**src/rtl/alu_op_sequencer.sv**
```systemverilog
// alu_op_sequencer: valid/ready command in, phased ALU drive (setup/enable/wait), captured result out on valid/ready response
module alu_op_sequencer #(
  parameter int WIDTH = 16,
  parameter int OP_W = 3,
  parameter int ALU_LATENCY = 1,
  parameter int CNT_W = 8
) (
  input  logic             CLK,
  input  logic             RST,
  input  logic             cmd_valid,
  output logic             cmd_ready,
  input  logic [WIDTH-1:0] cmd_a,
  input  logic [WIDTH-1:0] cmd_b,
  input  logic [OP_W-1:0]  cmd_op,
  output logic             alu_enable,
  output logic [WIDTH-1:0] alu_data_a,
  output logic [WIDTH-1:0] alu_data_b,
  output logic [OP_W-1:0]  alu_opcode,
  input  logic [WIDTH-1:0] alu_results,
  input  logic             alu_cf,
  output logic             rsp_valid,
  input  logic             rsp_ready,
  output logic [WIDTH-1:0] rsp_result,
  output logic             rsp_cf,
  output logic [OP_W-1:0]  rsp_op,
  output logic             busy,
  output logic [CNT_W-1:0] op_count
);
  localparam int LW = (ALU_LATENCY > 1) ? $clog2(ALU_LATENCY) : 1;
  typedef enum logic [2:0] {S_IDLE, S_SETUP, S_EXEC, S_WAIT, S_RESP} state_t;
  state_t state, state_nxt;
  logic [LW-1:0] lat_cnt;
  logic lat_done;
  assign lat_done = (lat_cnt == '0);
  assign cmd_ready = (state == S_IDLE);
  assign alu_enable = (state == S_EXEC);
  assign busy = (state != S_IDLE);
  always_comb begin
    state_nxt = (state == S_IDLE)  ? (cmd_valid ? S_SETUP : S_IDLE) :
                (state == S_SETUP) ? S_EXEC :
                (state == S_EXEC)  ? S_WAIT :
                (state == S_WAIT)  ? (lat_done ? S_RESP : S_WAIT) :
                (state == S_RESP)  ? (rsp_ready ? S_IDLE : S_RESP) : S_IDLE;
  end
  always_ff @(posedge CLK) begin
    if (RST) state <= S_IDLE;
    else state <= state_nxt;
  end
  always_ff @(posedge CLK) begin
    if (RST) begin
      alu_data_a <= '0;
      alu_data_b <= '0;
      alu_opcode <= '0;
      lat_cnt <= '0;
      rsp_valid <= 1'b0;
      rsp_result <= '0;
      rsp_cf <= 1'b0;
      rsp_op <= '0;
      op_count <= '0;
    end else begin
      if (state == S_IDLE && cmd_valid) begin
        alu_data_a <= cmd_a;
        alu_data_b <= cmd_b;
        alu_opcode <= cmd_op;
      end
      if (state == S_EXEC) lat_cnt <= LW'(ALU_LATENCY - 1);
      else if (state == S_WAIT) lat_cnt <= lat_cnt - 1'b1;
      if (state == S_WAIT && lat_done) begin
        rsp_result <= alu_results;
        rsp_cf <= alu_cf;
        rsp_op <= alu_opcode;
        rsp_valid <= 1'b1;
      end
      if (state == S_RESP && rsp_ready) begin
        rsp_valid <= 1'b0;
        op_count <= op_count + 1'b1;
      end
    end
  end
endmodule

```
**config.mk**
```make
export PLATFORM = sky130hd
export DESIGN_NAME = alu_op_sequencer
export DESIGN_NICKNAME = d
export VERILOG_FILES = /design/src/rtl/alu_op_sequencer.sv
export SDC_FILE = /design/constraint.sdc
export NUM_CORES = 1
export LEC_CHECK = 0
export ABC_AREA = 1
export CORE_UTILIZATION = 30
export CTS_CLUSTER_DIAMETER = 200
export DETAILED_ROUTE_END_ITERATION = 16
export PLACE_DENSITY = 0.61
export SYNTH_ARGS = -nofsm -noshare
export SYNTH_HDL_FRONTEND = slang
export SYNTH_SLANG_ARGS = --single-unit
```
**constraint.sdc**
```tcl
create_clock -name CLK -period 1.4 [get_ports CLK]
set_input_delay 0.35 -clock CLK [delete_from_list [all_inputs] [get_ports CLK]]
set_output_delay 0.35 -clock CLK [all_outputs]
set_load 0.005 [all_outputs]
```
# Yosys cells after proc, flatten, opt, wreduce, memory -nomap -nowiden
# Cells that the tools add are included.
# totals
register_bits	68
input_bits	56
output_inout_bits	67
wordCells	32
# classes
add_sub_neg	2
n_eq_ne	4
muxes	8
bitwise_logic	1
reduce_logical	7
# op_table
operator	n
2-to-1 mux 3 bit	7
adder 8 x 1 -> 8 bit (second input constant)	1
== test 3 x 2 -> 1 bit (second input constant)	2
OR reduction 2 bit	2
== test 3 x 1 -> 1 bit (second input constant)	1
== test 3 bit (second input constant)	1
logical AND 1 bit	3
logical NOT 3 bit	1
nonzero test 3 bit	1
2-to-1 mux 1 bit	1
inverter 1 bit	1
subtractor 1 bit (second input constant)	1

# Depth between registers and ports, before layout
# Gate-level depths: netlist of the first run.
# depth
depth_word	6
depth_mapped	8
ltp_nobuf	7

# Worst setup path after synthesis of the first run
# No wires, ideal clock.
# synth_path
path_type	register to output
startpoint	register state[2]
endpoint	output cmd_ready
arrival_ns	0.828
t_required_ns	1.050
slack_ns	0.222
stages_incl_launch_ff	5
n_path_buf	1
cell_sequence	dfxtp_1 > nor2_2 > nand2_4 > inv_8 > buf_12
# synth_via
elab_chain_cells	1
# synth_lines
element	line	source
start, declared	31	state_t state, state_nxt;
start signal, assigned	47	else state <= state_nxt;
logical NOT 3 bit	35	assign cmd_ready = (state == S_IDLE);
end, declared	11	output logic cmd_ready,
# No other way between the ends.

# Worst setup path after layout of the first run
# Ends and elaborated chain as after synthesis.

==> report_table.html, run 1 <==
<table>
<tr><th>Metric</th><th>Value</th></tr>
<tr><th colspan="2">Finish</th></tr>
<tr><td>Number of diodes added for antenna fixing</td><td>0</td></tr>
<tr><td>Final-stage net count</td><td>525</td></tr>
<tr><td>Fraction of final layout cells sized beyond drive strength 1</td><td>0.220</td></tr>
<tr><td>Post-layout utilization of the core</td><td>0.498</td></tr>
<tr><td>Area growth from synthesis to final layout</td><td>61.1%</td></tr>
<tr><td>Filler cell count</td><td>871</td></tr>
<tr><th colspan="2">Global routing</th></tr>
<tr><td>GRT met3 Usage</td><td>0.0853</td></tr>
<tr><td>Global-route congestion overflow total</td><td>0</td></tr>
<tr><td>Fraction of met1 tracks used by global routing</td><td>0.184</td></tr>
<tr><td>Global-route wire length before repair</td><td>11400 um</td></tr>
<tr><td>Met2 usage in global routing</td><td>0.254</td></tr>
<tr><td>Total track usage</td><td>0.158</td></tr>
<tr><td>Most congested layer reported by global routing</td><td>met2</td></tr>
<tr><td>Number of global-route vias before repair</td><td>2500</td></tr>
<tr><td>Maximum number of pins on one net before global-route repair</td><td>37</td></tr>
<tr><td>Initial antenna violation count</td><td>0</td></tr>
<tr><th colspan="2">Min path</th></tr>
<tr><td>Critical hold path startpoint</td><td>RST</td></tr>
<tr><td>End point of the worst hold path</td><td>alu_data_a[11]</td></tr>
<tr><td>Cell depth of the worst min-delay path</td><td>3</td></tr>
<tr><td>Worst hold path class</td><td>input port to flip-flop</td></tr>
<tr><th colspan="2">Setup path</th></tr>
<tr><td>Setup slack of the worst register-to-register path</td><td>0.01 ns</td></tr>
<tr><td>Data arrival, critical path</td><td>1.09 ns</td></tr>
<tr><td>Startpoint type of the worst setup path</td><td>flip-flop</td></tr>
<tr><td>Buffer and inverter count on the worst path</td><td>2</td></tr>
<tr><td>Start of the worst register-to-register path</td><td>state[2]</td></tr>
<tr><td>FF-to-FF End</td><td>alu_opcode[1]</td></tr>
<tr><td>Required time of the worst setup path</td><td>1.05 ns</td></tr>
<tr><td>Crit. End Element</td><td>output port</td></tr>
<tr><td>Cell Chain, Critical Path</td><td>nor2_4 &gt; nand2_4 &gt; inv_8 &gt; buf_6</td></tr>
<tr><td>Worst Path Max Fanout</td><td>4</td></tr>
<tr><td>WS Path Type</td><td>flip-flop to output port</td></tr>
<tr><td>CP max stage delay</td><td>0.38 ns</td></tr>
<tr><td>Cell with the biggest individual delay on the critical path</td><td>sky130_fd_sc_hd__dfxtp_4</td></tr>
<tr><td>Number of cells on the worst reg-to-reg path</td><td>7</td></tr>
<tr><td>Cell family with the largest share of critical-path delay</td><td>flip-flops</td></tr>
<tr><th colspan="2">Placement</th></tr>
<tr><td>RePlAce Congestion</td><td>0.709</td></tr>
<tr><td>HPWL after detailed placement</td><td>4870 um</td></tr>
<tr><td>Worst Setup Slack post-DPL</td><td>-0.207 ns</td></tr>
<tr><td>Port bufs</td><td>122</td></tr>
<tr><th colspan="2">Drt</th></tr>
<tr><td>Post-DR vias/cell</td><td>4.62</td></tr>
<tr><td>Wirelength per Cell</td><td>12.4 um</td></tr>
<tr><td>Routed wire length</td><td>7200 um</td></tr>
<tr><td>1st-iter DRT viols</td><td>74</td></tr>
<tr><td>First-pass DRT Iterations</td><td>4</td></tr>
<tr><td>Total number of vias</td><td>2685</td></tr>
<tr><td>Post-detailed-route DRC marker count</td><td>0</td></tr>
<tr><td>Final antenna-violating net count</td><td>0</td></tr>
<tr><th colspan="2">Synth</th></tr>
<tr><td>Ys flop type</td><td>sky130_fd_sc_hd__dfxtp_1</td></tr>
<tr><td>Distinct cell type count after synthesis</td><td>26</td></tr>
<tr><td>Synthesis-stage register bit count</td><td>68</td></tr>
<tr><td>Cells after synthesis</td><td>329</td></tr>
<tr><td>Post-Syn Area</td><td>0.00268 sq mm</td></tr>
<tr><td>Cell type with the largest total area after synthesis</td><td>sky130_fd_sc_hd__dfxtp_1</td></tr>
<tr><td>Share of synthesized flip-flops with an asynchronous set or reset</td><td>0</td></tr>
<tr><td>Number of synthesized flops with an enable pin</td><td>0</td></tr>
<tr><td>Net count after synthesis</td><td>386</td></tr>
<tr><td>Cell types with the largest area share after synthesis</td><td>sky130_fd_sc_hd__dfxtp_1 51%, sky130_fd_sc_hd__nand2_1 7.6%, sky130_fd_sc_hd__nor2_1 7.1%</td></tr>
<tr><td>Yosys warning count</td><td>0</td></tr>
<tr><td>Area fraction of the dominant cell type after synthesis</td><td>0.508</td></tr>
<tr><td>Mean Syn Cell Area</td><td>8.15 sq um</td></tr>
<tr><td>Sequential-to-total area share from yosys stat</td><td>0.508</td></tr>
<tr><th colspan="2">Die</th></tr>
<tr><td>Die Outline Area</td><td>0.00932 sq mm</td></tr>
<tr><td>Core box area</td><td>0.00868 sq mm</td></tr>
<tr><td>Ports placed on the boundary</td><td>123</td></tr>
<tr><td>Die width</td><td>96.5 um</td></tr>
<tr><td>Starting Density</td><td>0.309</td></tr>
<tr><td>Die height</td><td>96.5 um</td></tr>
<tr><td>Cell Rows</td><td>34</td></tr>
<tr><th colspan="2">Timing</th></tr>
<tr><td>Transition time at the pin with the least slew margin</td><td>0.341 ns</td></tr>
<tr><td>Smallest setup slack after layout</td><td>-0.0363 ns</td></tr>
<tr><td>Final hold violations</td><td>0</td></tr>
<tr><td>Max-slew violation count</td><td>0</td></tr>
<tr><td>Setup repair after global routing missed its margin</td><td>yes</td></tr>
<tr><td>Post-route fraction of the period consumed by the critical path</td><td>1.03</td></tr>
<tr><td>Largest clock skew in the final design</td><td>0.00735 ns</td></tr>
<tr><td>Final setup fails</td><td>3</td></tr>
<tr><td>Slew Limit Headroom</td><td>0.770</td></tr>
<tr><td>Setup TNS</td><td>-0.0802 ns</td></tr>
<tr><td>Maximum achievable frequency</td><td>696 MHz</td></tr>
<tr><td>Crit path time final</td><td>1.44 ns</td></tr>
<tr><td>Worst hold slack</td><td>0.420 ns</td></tr>
<tr><th colspan="2">CTS</th></tr>
<tr><td>Library cell used as clock root buffer</td><td>sky130_fd_sc_hd__clkbuf_8</td></tr>
<tr><td>CTS tree</td><td>built</td></tr>
<tr><td>Clock latency reported for the late side of the worst-skew pair</td><td>0.33 ns</td></tr>
<tr><td>Depth of the CTS H-tree</td><td>3</td></tr>
<tr><td>Sink count of the clock tree</td><td>68</td></tr>
<tr><td>Hold_buf cts</td><td>0</td></tr>
<tr><td>Num CTS Buffers</td><td>9</td></tr>
<tr><td>Clock transition at the registers of the reported paths</td><td>0.08 ns</td></tr>
<tr><td>Maximum buffer depth of the clock tree</td><td>2</td></tr>
<tr><th colspan="2">Pwr</th></tr>
<tr><td>Total Power</td><td>4.84 mW</td></tr>
<tr><td>Leakage component of the power</td><td>1.94 nW</td></tr>
<tr><td>Maximum VDD drop</td><td>0.769 mV</td></tr>
<tr><td>Total power divided by cell area</td><td>1120 mW/mm^2</td></tr>
<tr><th colspan="2">Status</th></tr>
<tr><td>Run status</td><td>complete, but fails checks</td></tr>
<tr><td>Failing checks</td><td>setup timing</td></tr>
<tr><th colspan="2">Flow run</th></tr>
<tr><td>Number of maximum-capacitance violations</td><td>0</td></tr>
</table>
==> timing repair <==
action / in CTS / in global routing
setup endpoints to repair: 79 / 46
pin swaps: 3 / 2
resized for setup: 111 / 8
setup buffers: 8 / 1
==> routing by layer <==
layer	wire, um	part of all wire
met5	0	0
met4	63	0.0088
met3	755	0.10
met2	3220	0.45
met1	3160	0.44
==> cells in the final DEF (no fill, tap or decap), types with 3 or more instances in the layout <==
master and count:
sky130_fd_sc_hd__o21ai_0 22, sky130_fd_sc_hd__nand3_1 35, sky130_fd_sc_hd__a21oi_2 10, sky130_fd_sc_hd__inv_1 10, sky130_fd_sc_hd__a21oi_1 34, sky130_fd_sc_hd__nor2_4 3
sky130_fd_sc_hd__nand2_1 53, sky130_fd_sc_hd__buf_6 3, sky130_fd_sc_hd__nand3_2 5, sky130_fd_sc_hd__buf_4 26, sky130_fd_sc_hd__dlygate4sd2_1 64, sky130_fd_sc_hd__clkdlybuf4s50_1 54
sky130_fd_sc_hd__clkbuf_8 12, sky130_fd_sc_hd__nor2_1 51, sky130_fd_sc_hd__dfxtp_2 29, sky130_fd_sc_hd__dfxtp_1 37
==> power by group <==
part           internal (mW)  switching, mW
clock                   1.15          0.740
combinational          0.437          0.400
sequential              2.05         0.0578
total                   3.64           1.20
==> worst reg2reg max path, stage by stage, from the launching register on <==
cell                      delay, ns
sky130_fd_sc_hd__dfxtp_4       0.38
sky130_fd_sc_hd__nor2_4        0.14
sky130_fd_sc_hd__nand2_4       0.09
sky130_fd_sc_hd__inv_8         0.06
sky130_fd_sc_hd__buf_4         0.20
sky130_fd_sc_hd__buf_12        0.20
sky130_fd_sc_hd__nand3_1       0.09
sky130_fd_sc_hd__a21oi_1       0.14
==> cells in the mapped netlist (2+ instances only) <==
cell	n
sky130_fd_sc_hd__a21oi_1	34
sky130_fd_sc_hd__a21oi_2	10
sky130_fd_sc_hd__buf_2	9
sky130_fd_sc_hd__buf_6	3
sky130_fd_sc_hd__buf_8	2
sky130_fd_sc_hd__clkbuf_1	6
sky130_fd_sc_hd__dfxtp_1	68
sky130_fd_sc_hd__inv_1	10
sky130_fd_sc_hd__inv_2	3
sky130_fd_sc_hd__nand2_1	54
sky130_fd_sc_hd__nand3_1	35
sky130_fd_sc_hd__nand3_2	5
sky130_fd_sc_hd__nand4_1	2
sky130_fd_sc_hd__nor2_1	51
sky130_fd_sc_hd__nor2_2	3
sky130_fd_sc_hd__o21ai_0	23
sky130_fd_sc_hd__xor2_1	2
==> state kept, by name, indices dropped and copies added (netlist names) <==
signal,flops
rsp_cf,1
lat_cnt,1
rsp_op,3
rsp_valid,1
state,3
op_count,8
alu_data_b,16
alu_opcode,3
rsp_result,16
alu_data_a,16
==> through the flow <==
step,cells,area [sq um]
after global placement,556,4030
after floorplan,329,2680
after detailed placement,556,4030
final,581,4320
after global routing,581,4320
after CTS,580,4290
==> cell families (layout without fill, tap and decap cells) <==
logic type               Yosys count  in the layout  synth area share
AO/OA/AOI/OAI                     68             68             0.141
adder cells (fa/ha/maj)            1              1           0.00467
AND/OR/NAND/NOR                  154            154             0.259
XOR/XNOR                           2              2           0.00653
flip-flops                        68             68             0.508
buffers and inverters             36            180            0.0817
==> cell type report <==
class / count / area, sq um / area share
Sequential cell: 68 / 1410 / 0.325
Timing Repair Buffer: 150 / 1360 / 0.315
Multi-Input combinational cell: 225 / 1120 / 0.259
Clock buffer: 13 / 169 / 0.0391
Tap cell: 108 / 135 / 0.0313
Clock inverter: 3 / 67.6 / 0.0156
Inverter: 14 / 65.1 / 0.0151
==> worst max-delay path by stage <==
stage          startpoint          end  slack [ns]  cells past startpoint
2_1_floorplan    state[2]    cmd_ready        0.22                      4
3_3_place_gp    rsp_ready  op_count[2]       -0.18                      6
3_5_place_dp    rsp_ready  op_count[2]       -0.21                      6
4_1_cts          state[1]   alu_enable       -0.04                      5
5_1_grt          state[1]   alu_enable       -0.09                      5
6_report         state[2]    cmd_ready       -0.04                      4
Note: power is estimated with default switching activity, not from simulation.
==> run 2, diff against run 1 <==
--- a/config.mk
+++ b/config.mk
@@ -10,6 +10,7 @@
 export CTS_CLUSTER_DIAMETER = 200
 export DETAILED_ROUTE_END_ITERATION = 16
 export PLACE_DENSITY = 0.61
+export SETUP_SLACK_MARGIN = 0.2
 export SYNTH_ARGS = -nofsm -noshare
 export SYNTH_HDL_FRONTEND = slang
 export SYNTH_SLANG_ARGS = --single-unit
==> report_table.html, run 2 (synthesis results as in run 1) <==
<table>
<tr><th>Metric</th><th>Value</th></tr>
<tr><th colspan="2">Status</th></tr>
<tr><td>Run status</td><td>complete, but fails checks</td></tr>
<tr><td>Failing checks</td><td>setup timing</td></tr>
<tr><th colspan="2">Die</th></tr>
<tr><td>Die width</td><td>96.5 um (unchanged)</td></tr>
<tr><td>Cell Rows</td><td>34 (unchanged)</td></tr>
<tr><td>Die Outline Area</td><td>0.00932 sq mm (unchanged)</td></tr>
<tr><td>Core box area</td><td>0.00868 sq mm (unchanged)</td></tr>
<tr><td>Die height</td><td>96.5 um (unchanged)</td></tr>
<tr><td>Ports placed on the boundary</td><td>123 (unchanged)</td></tr>
<tr><td>Starting Density</td><td>0.309 (unchanged)</td></tr>
<tr><th colspan="2">Pwr</th></tr>
<tr><td>Total Power</td><td>5.46 mW (+13%)</td></tr>
<tr><td>Maximum VDD drop</td><td>0.831 mV (+8.0%)</td></tr>
<tr><td>Total power divided by cell area</td><td>1080 mW/mm^2 (-3.4%)</td></tr>
<tr><td>Leakage component of the power</td><td>2.14 nW (+10%)</td></tr>
<tr><th colspan="2">Finish</th></tr>
<tr><td>Most used cells in the layout excluding fill and tap cells</td><td>63 x sky130_fd_sc_hd__dfxtp_2, 63 x sky130_fd_sc_hd__buf_2, 54 x sky130_fd_sc_hd__clkdlybuf4s50_1</td></tr>
<tr><td>Filler cell count</td><td>800 (-8.2%)</td></tr>
<tr><td>Number of diodes added for antenna fixing</td><td>0 (unchanged)</td></tr>
<tr><td>Post-layout utilization of the core</td><td>0.581 (+0.0836)</td></tr>
<tr><td>Fraction of final layout cells sized beyond drive strength 1</td><td>0.632 (+0.412)</td></tr>
<tr><td>Area used by multi-input combinational logic</td><td>0.00169 sq mm (+51%)</td></tr>
<tr><td>Final non-filler cell area</td><td>0.00505 sq mm (+17%)</td></tr>
<tr><td>Area growth from synthesis to final layout</td><td>88.2%</td></tr>
<tr><td>Area taken by flip-flops and latches</td><td>0.00145 sq mm (+3.3%)</td></tr>
<tr><td>Final-stage net count</td><td>549 (+4.6%)</td></tr>
<tr><td>Registers with the most flip-flops</td><td>alu_data_a x16, alu_data_b x16, rsp_result x16</td></tr>
<tr><th colspan="2">Drt</th></tr>
<tr><td>1st-iter DRT viols</td><td>43 (-42%)</td></tr>
<tr><td>Post-detailed-route DRC marker count</td><td>0 (unchanged)</td></tr>
<tr><td>Post-DR vias/cell</td><td>4.75 (+2.8%)</td></tr>
<tr><td>Wirelength per Cell</td><td>14.6 um (+18%)</td></tr>
<tr><td>First-pass DRT Iterations</td><td>4 (unchanged)</td></tr>
<tr><td>Total number of vias</td><td>2873 (+7.0%)</td></tr>
<tr><td>Routed wire length</td><td>8860 um (+23%)</td></tr>
<tr><td>Final antenna-violating net count</td><td>0 (unchanged)</td></tr>
<tr><th colspan="2">Placement</th></tr>
<tr><td>Worst Setup Slack post-DPL</td><td>-0.207 ns (unchanged)</td></tr>
<tr><td>RePlAce Congestion</td><td>0.709 (unchanged)</td></tr>
<tr><td>HPWL after detailed placement</td><td>4870 um (unchanged)</td></tr>
<tr><td>Post-DP Area</td><td>0.00403 sq mm (unchanged)</td></tr>
<tr><td>Port bufs</td><td>122 (unchanged)</td></tr>
<tr><th colspan="2">Setup path</th></tr>
<tr><td>Worst Path Max Fanout</td><td>3 (-1)</td></tr>
<tr><td>Required time of the worst setup path</td><td>1.05 ns (about the same)</td></tr>
<tr><td>Startpoint type of the worst setup path</td><td>flip-flop</td></tr>
<tr><td>Crit. End Element</td><td>output port</td></tr>
<tr><td>WS Path Type</td><td>flip-flop to output port</td></tr>
<tr><td>Data arrival, critical path</td><td>1.08 ns (about the same)</td></tr>
<tr><th colspan="2">Timing</th></tr>
<tr><td>Maximum achievable frequency</td><td>698 MHz (+0.29%)</td></tr>
<tr><td>Crit path time final</td><td>1.43 ns (-0.00415 ns)</td></tr>
<tr><td>Max-slew violation count</td><td>0 (unchanged)</td></tr>
<tr><td>Post-route fraction of the period consumed by the critical path</td><td>1.02 (-0.00297)</td></tr>
<tr><td>Transition time at the pin with the least slew margin</td><td>0.418 ns (+0.0767 ns)</td></tr>
<tr><td>Final setup fails</td><td>4 (+1)</td></tr>
<tr><td>Final hold violations</td><td>0 (unchanged)</td></tr>
<tr><td>Smallest setup slack after layout</td><td>-0.0322 ns (+0.00415 ns)</td></tr>
<tr><td>Setup TNS</td><td>-0.0753 ns (+0.00489 ns)</td></tr>
<tr><td>Largest clock skew in the final design</td><td>0.00664 ns (-0.000702 ns)</td></tr>
<tr><td>Slew Limit Headroom</td><td>0.721 (-0.0487)</td></tr>
<tr><td>Setup repair after global routing missed its margin</td><td>yes</td></tr>
<tr><th colspan="2">CTS</th></tr>
<tr><td>Depth of the CTS H-tree</td><td>3 (unchanged)</td></tr>
<tr><td>Clock latency reported for the late side of the worst-skew pair</td><td>0.34 ns (about the same)</td></tr>
<tr><td>Library cell used as clock root buffer</td><td>sky130_fd_sc_hd__clkbuf_8</td></tr>
<tr><td>Sink count of the clock tree</td><td>68 (unchanged)</td></tr>
<tr><td>CTS tree</td><td>built</td></tr>
<tr><td>Num CTS Buffers</td><td>9 (unchanged)</td></tr>
<tr><td>Clock transition at the registers of the reported paths</td><td>0.07 ns (about the same)</td></tr>
<tr><td>Maximum buffer depth of the clock tree</td><td>2 (unchanged)</td></tr>
<tr><td>Hold_buf cts</td><td>0 (unchanged)</td></tr>
<tr><th colspan="2">Min path</th></tr>
<tr><td>Worst hold path class</td><td>input port to flip-flop</td></tr>
<tr><th colspan="2">Global routing</th></tr>
<tr><td>Maximum number of pins on one net before global-route repair</td><td>29 (-22%)</td></tr>
<tr><td>Global-route wire length before repair</td><td>11700 um (+2.8%)</td></tr>
<tr><td>Total track usage</td><td>0.163 (+0.00548)</td></tr>
<tr><td>Initial antenna violation count</td><td>0 (unchanged)</td></tr>
<tr><td>Number of global-route vias before repair</td><td>2524 (+0.96%)</td></tr>
<tr><td>Global-route congestion overflow total</td><td>0 (unchanged)</td></tr>
<tr><th colspan="2">Flow run</th></tr>
<tr><td>Number of maximum-capacitance violations</td><td>0 (unchanged)</td></tr>
</table>
==> run 2: changes by cell type in the layout (fill, tap and decap cells not counted), moves of 7 or more <==
cell	before	now
sky130_fd_sc_hd__dlygate4sd2_1	64	0
sky130_fd_sc_hd__buf_2	2	63
sky130_fd_sc_hd__dfxtp_1	37	2
sky130_fd_sc_hd__dfxtp_2	29	63
sky130_fd_sc_hd__nand2_1	53	25
sky130_fd_sc_hd__o21ai_2	0	20
sky130_fd_sc_hd__o21ai_0	22	3
sky130_fd_sc_hd__a21oi_1	34	16
sky130_fd_sc_hd__a21oi_2	10	28
sky130_fd_sc_hd__nand2_2	2	17
sky130_fd_sc_hd__nand3_1	35	20
sky130_fd_sc_hd__nand2_4	1	13
sky130_fd_sc_hd__nand3_4	0	9
sky130_fd_sc_hd__nand2_8	1	8
==> run 2: layout make-up <==
class,instances,share of cell area
multi-input cells,231,0.334
repair buffers,168,0.289
flip-flops and latches,68,0.288
clock buffers,13,0.0335
well taps,108,0.0268
inverters,14,0.0154
clock inverters,3,0.0134
==> run 2: timing repair <==
action | CTS | global route
resized for setup | 343 | 155
setup buffers | 14 | 6
gates cloned | 2 | 11
pin swaps | 5 | 32
endpoints found under the hold margin | 0 | 0
setup endpoints to repair | 131 | 70
==> run 2: routing by layer <==
layer / wire, um / global-route usage / vias to the layer above / part of all wire
met1: 3600 / 0.192 / 1342 / 0.41
met2: 4400 / 0.267 / 101 / 0.50
met3: 743 / 0.0814 / 10 / 0.084
li1: - / - / 1420 / -
met5: 0 / 0 / - / 0
met4: 114 / 0.0368 / 0 / 0.013
==> run 2: through the flow <==
step | hold slack [ns] | cells
after detailed placement | 0.452 | 556
after CTS | 0.401 | 588
final | 0.417 | 605
after global placement | 0.446 | 556
after floorplan | 0.455 | 329
after global routing | 0.412 | 605
==> run 2: final timing paths <==
check	start	to	slack, ns	depth (start not counted)
max	state[1]	cmd_ready	-0.03	4
min reg2reg	alu_data_a[15]	alu_data_a[15]	0.46	2
max reg2reg	state[1]	alu_data_b[2]	0	9
min	RST	alu_data_a[9]	0.42	3
==> run 2: critical path: stages (launching register included) <==
cell and delay [ns]:
sky130_fd_sc_hd__dfxtp_4 0.37, sky130_fd_sc_hd__nor2_4 0.14, sky130_fd_sc_hd__nand2_4 0.09, sky130_fd_sc_hd__inv_8 0.06
sky130_fd_sc_hd__buf_6 0.08
==> run 2: power by group <==
group	switching (mW)	internal (mW)	total, mW	leakage (nW)
clock	0.749	1.15	1.90	0.116
combinational	0.682	0.728	1.41	1.44
sequential	0.0797	2.07	2.15	0.584
total	1.51	3.95	5.46	2.14
